$ cat src/rtl/round_arbt_n.sv
// Round-robin arbiter: one-hot registered grant held while the owner requests.
// Define ARB_HOLD_TIMEOUT_EN to force revocation after HOLD_MAX held cycles.
module round_arbt_n #(
   parameter int N        = 4,
   parameter int HOLD_MAX = 16
) (
   input  logic                 clk,
   input  logic                 rst,
   input  logic [N-1:0]         req,
   output logic [N-1:0]         gnt,
   output logic [$clog2(N)-1:0] gnt_id,
   output logic                 gnt_vld,
   output logic                 timeout
);

   localparam int          ID_W = $clog2(N);
   localparam int          HC_W = $clog2(HOLD_MAX + 1);
   localparam int unsigned NU   = N;
   localparam logic [ID_W-1:0] LAST_ID = ID_W'(N - 1);

   typedef enum logic {IDLE, BUSY} state_t;

   state_t            state_q, state_d;
   logic [ID_W-1:0]   ptr_q, ptr_d;
   logic [HC_W-1:0]   hold_q, hold_d;
   logic [N-1:0]      gnt_d;
   logic [ID_W-1:0]   gnt_id_d;
   logic              gnt_vld_d;
   logic              timeout_d;
   logic [ID_W-1:0]   sel;
   logic              found;
   logic              owner_req;
   logic              expire;
   logic              drop;

   assign owner_req = req[gnt_id];

`ifdef ARB_HOLD_TIMEOUT_EN
   assign expire = owner_req && (hold_q == HC_W'(HOLD_MAX - 1));
`else
   assign expire = 1'b0;
`endif

   assign drop = !owner_req || expire;

   // First set request at or above ptr, wrapping from N-1 back to 0.
   always_comb begin
      int unsigned     idx;
      logic [ID_W-1:0] cand;
      sel   = '0;
      found = 1'b0;
      idx   = 0;
      cand  = '0;
      for (int unsigned i = 0; i < NU; i++) begin
         idx = int'(ptr_q) + i;
         if (idx >= NU) idx = idx - NU;
         cand = ID_W'(idx);
         if (!found && req[cand]) begin
            found = 1'b1;
            sel   = cand;
         end
      end
   end

   always_ff @(posedge clk) begin
      if (rst) begin
         state_q <= IDLE;
         ptr_q   <= '0;
         hold_q  <= '0;
         gnt     <= '0;
         gnt_id  <= '0;
         gnt_vld <= 1'b0;
         timeout <= 1'b0;
      end else begin
         state_q <= state_d;
         ptr_q   <= ptr_d;
         hold_q  <= hold_d;
         gnt     <= gnt_d;
         gnt_id  <= gnt_id_d;
         gnt_vld <= gnt_vld_d;
         timeout <= timeout_d;
      end
   end

   always_comb begin
      state_d = state_q;
      case (state_q)
         IDLE:    if (found) state_d = BUSY;
         BUSY:    if (drop)  state_d = IDLE;
         default: state_d = IDLE;
      endcase
   end

   always_comb begin
      gnt_d     = gnt;
      gnt_id_d  = gnt_id;
      gnt_vld_d = gnt_vld;
      timeout_d = 1'b0;
      ptr_d     = ptr_q;
      hold_d    = hold_q;
      case (state_q)
         IDLE: begin
            gnt_d     = '0;
            gnt_id_d  = '0;
            gnt_vld_d = 1'b0;
            if (found) begin
               gnt_d[sel] = 1'b1;
               gnt_id_d   = sel;
               gnt_vld_d  = 1'b1;
               hold_d     = '0;
            end
         end
         BUSY: begin
            if (drop) begin
               // Release always goes through IDLE, so no same-cycle handover.
               gnt_d     = '0;
               gnt_id_d  = '0;
               gnt_vld_d = 1'b0;
               timeout_d = expire;
               ptr_d     = (gnt_id == LAST_ID) ? '0 : gnt_id + 1'b1;
            end else if (hold_q != HC_W'(HOLD_MAX)) begin
               hold_d = hold_q + 1'b1;
            end
         end
         default: begin
            gnt_d     = '0;
            gnt_id_d  = '0;
            gnt_vld_d = 1'b0;
         end
      endcase
   end

endmodule

$ cat config.mk
export PLATFORM = sky130hd
export DESIGN_NAME = round_arbt_n
export DESIGN_NICKNAME = d
export VERILOG_FILES = /design/src/rtl/round_arbt_n.sv
export SDC_FILE = /design/constraint.sdc
export NUM_CORES = 1
export LEC_CHECK = 0
export ABC_AREA = 0
export BUFFER_PORTS_ARGS = -buffer_cell sky130_fd_sc_hd__buf_2
export CORE_AREA = 2 2 39 41
export CTS_BUF_LIST = sky130_fd_sc_hd__clkbuf_4 sky130_fd_sc_hd__clkbuf_8 sky130_fd_sc_hd__clkbuf_16
export DETAILED_ROUTE_END_ITERATION = 6
export DIE_AREA = 0 0 41 43
export GPL_TIMING_DRIVEN = 1
export PLACE_DENSITY = 0.69
export SYNTH_ARGS = -nofsm -noshare
export SYNTH_HDL_FRONTEND = slang
export SYNTH_SLANG_ARGS = --single-unit
$ cat constraint.sdc
create_clock -name clk -period 2.2 [get_ports clk]
set_clock_uncertainty 0.15 [all_clocks]
set_input_delay 0.44 -clock clk [delete_from_list [all_inputs] [get_ports clk]]
set_output_delay 0.44 -clock clk [all_outputs]
set_load 0.02 [all_outputs]
==> results.tsv <==
stage	metric	value	unit
final_layout	nFillCells	142	
setup_path	cp-start-kind	flop	
setup_path	cp_slowest_stage_delay	0.60	ns
placement	dp.cells	82	
cts	cts_buffers	3	
sta	setup_ws	0.492	ns
cts	cts_setup_buffers	0	
die	coreArea	0.00138	mm^2
logic_synthesis	synth_top_area_cell	dfxtp_1	
drt	via_per_inst	5.13	
global_route	first_global_vias	379	
die	die_x	41	um
setup_path	reg2regPathDepth	4	
placement	io_buffers	12	
sta	slew_viol_final	0	
setup_path	worst-path-stages	4	
die	initial_core_util	0.382	
logic_synthesis	ys.flop_type	dfxtp_1	
setup_path	crit_path_top_delay_cell	mux4_2	
worst_hold_path	hold_end	gnt[2]	
logic_synthesis	synth_top_area_frac	0.379	
drt	vias	436	
sta	setup_viol	0	
logic_synthesis	synth_edf_count	0	
setup_path	path_delay_family	multiplexers	
logic_synthesis	synth.most_common_cell	dfxtp_1	
logic_synthesis	synthSimpleGateAreaFrac	0.206	
logic_synthesis	synth_compound_area_frac	0.237	
logic_synthesis	syn-cell-area	528	um^2
cts	post_cts_resize_count	0	
logic_synthesis	synth_nets	64	
setup_path	reg2reg_slack	0.49	ns
drt	firstDrtPassIters	4	
logic_synthesis	synth_warnings	0	
final_layout	final_area	604	um^2
global_route	antenna_found_initial	0	
cts	clk_latency	0.26	ns
flow_run	maxCapViolations	0	
global_route	grt_max_degree	10	
setup_path	path_max_fanout	6	
worst_hold_path	whs_path_depth	1	
logic_synthesis	synth_xor_area_frac	0	
logic_synthesis	synth_mux_area_frac	0.0829	
sta	hold_violations	0	
placement	hpwl	735	um
drt	ant_nets	0	
worst_hold_path	hold_path.startpoint	gnt[2]	
cts	clock_path_buffers	2	
cts	cts_tree	built	
sta	setup_tns	0	ns
drt	drcViolationCount	0	
drt	avgRoutedWirePerCell	11.4	um
placement	place_area	582	um^2
setup_path	cp_cell_sequence	mux4_2 -> nand2_2 -> nor2_2 -> a22o_1	
final_layout	layout-drive-gt1-share	0.348	
final_layout	fin_nets	78	
final_layout	area_delta_synth_final	14.5	%
cts	cts_hold_buf	0	
sta	rsz0062_at_grt	no	
cts	clk_pin_slew	0.06	ns
power	vdd_drop_max	0.216	mV
die	boundaryPins	14	
logic_synthesis	synth_commonest_cells	dfxtp_1, a21oi_1, nor2_1, nand2_1	
logic_synthesis	postSynthAreaPerCell	9.26	um^2
die	rows	14	
logic_synthesis	async_flop_share	0	
final_layout	utilization	0.437	
sta	holdWs	0.315	ns
setup_path	timing.rr.end	gnt[1]	
logic_synthesis	netlist_top_cells_area	dfxtp_1, a21oi_1, mux4_2	
logic_synthesis	yosys.area_share.adder	0.0237	
setup_path	worstSetupPathType	flop to flop	
power	power_density	684	mW/mm^2
die	dieArea	0.00176	mm^2
setup_path	worst_setup_path_end_kind	flop	
setup_path	required	2.20	ns
setup_path	critPathArrivalTime	1.71	ns
drt	routed_wl	967	um
global_route	overflow	0	
final_layout	antennaDiodeCount	0	
global_route	grt_pass1_wl	1.54	mm
setup_path	regToRegStartpoint	gnt_id[0]	
drt	drt-initial-drc-count	4	
logic_synthesis	ys_types	31	
final_layout	fin_cells	85	
sta	fin_crit	1.71	ns
logic_synthesis	synth_top_family_by_area	compound AO/OA/AOI/OAI gates	
logic_synthesis	seq_area_frac_synth	0.379	
cts	root_buffer	clkbuf_4	
sta	min_period_over_period	0.776	
cts	clock_sink_count	10	
die	fp.dieH	43	um
logic_synthesis	ys_ff_latch	10	
sta	clock.fmax	586	MHz
power	p_leak	0.256	nW
worst_hold_path	hp-class	flop to flop	
placement	pre_cts_ws	0.415	ns
outcome	status	finished clean	
setup_path	critPathBufInv	0	
power	total_power	413	uW
global_route	grt_usage	0.132	
logic_synthesis	syn_inst	57	
placement	place_congestion	0.730	
cts	cts_max_level	1	
-- worst max path at each step --
| stage | slack, ns | startpoint | end |
|---|---|---|---|
| 2_1_floorplan | 0.46 | gnt_id[0] | gnt[1] |
| 3_3_place_gp | 0.44 | req[3] | gnt[3] |
| 3_5_place_dp | 0.41 | req[3] | gnt[1] |
| 4_1_cts | 0.49 | gnt_id[0] | gnt[1] |
| 5_1_grt | 0.40 | gnt_id[0] | gnt[3] |
| 6_report | 0.49 | gnt_id[0] | gnt[1] |
-- cells by family after synthesis --
| logic type | after synthesis |
|---|---|
| buffers and inverters | 5 |
| AO/OA/AOI/OAI | 18 |
| other | 1 |
| AND/OR/NAND/NOR | 19 |
| adder cells (fa/ha/maj) | 1 |
| multiplexers | 3 |
| flip-flops | 10 |
-- layout make-up --
type / instances / area, um^2 / area share
Tap cell: 16 / 20.0 / 0.0331
Clock buffer: 3 / 22.5 / 0.0373
Timing Repair Buffer: 12 / 60.1 / 0.0994
Sequential cell: 10 / 200 / 0.331
Multi-Input combinational cell: 42 / 294 / 0.487
Inverter: 2 / 7.51 / 0.0124
-- cell usage in the layout, fill, tap and decap left out --
master | synthesis | layout
buf_2 | 0 | 12
nor2_2 | 2 | 2
clkbuf_4 | 0 | 3
nand2_1 | 3 | 3
mux4_2 | 1 | 1
mux2_2 | 1 | 1
inv_1 | 2 | 2
a21o_1 | 1 | 1
ha_1 | 1 | 1
a22o_1 | 2 | 2
o22ai_1 | 1 | 1
conb_1 | 1 | 1
or2_2 | 1 | 1
nor3_1 | 1 | 1
o221ai_1 | 1 | 1
or3_1 | 1 | 1
o21ai_1 | 1 | 1
or3_4 | 1 | 1
dfxtp_1 | 10 | 10
nor4_2 | 1 | 1
mux2i_1 | 1 | 1
nor4_1 | 1 | 1
a21oi_1 | 7 | 7
o31ai_1 | 1 | 1
a32o_1 | 2 | 2
nand2_2 | 1 | 1
nand2b_1 | 1 | 1
o22a_2 | 1 | 1
nor2_1 | 4 | 4
nand3_1 | 2 | 2
o21a_1 | 1 | 1
-- where the power goes --
group	leakage [nW]	switching, mW	internal (mW)	total, mW
combinational	0.160	0.0505	0.0374	0.0879
sequential	0.0821	0.0121	0.194	0.206
clock	0.0138	0.0559	0.0629	0.119
total	0.256	0.119	0.295	0.413
-- sequential cells by signal, indices dropped and copies added (netlist names) --
name     flops
state_q      1
ptr_q        2
gnt          4
gnt_id       2
gnt_vld      1
-- per-layer routing --
metal	GRT usage	vias up	routed length (um)
met2	0.166	9	439
met5	0	-	0
li1	-	233	-
met1	0.173	194	490
met3	0.0628	0	37
met4	0.0867	0	0
No activity file was read; power rests on OpenSTA's default activity.
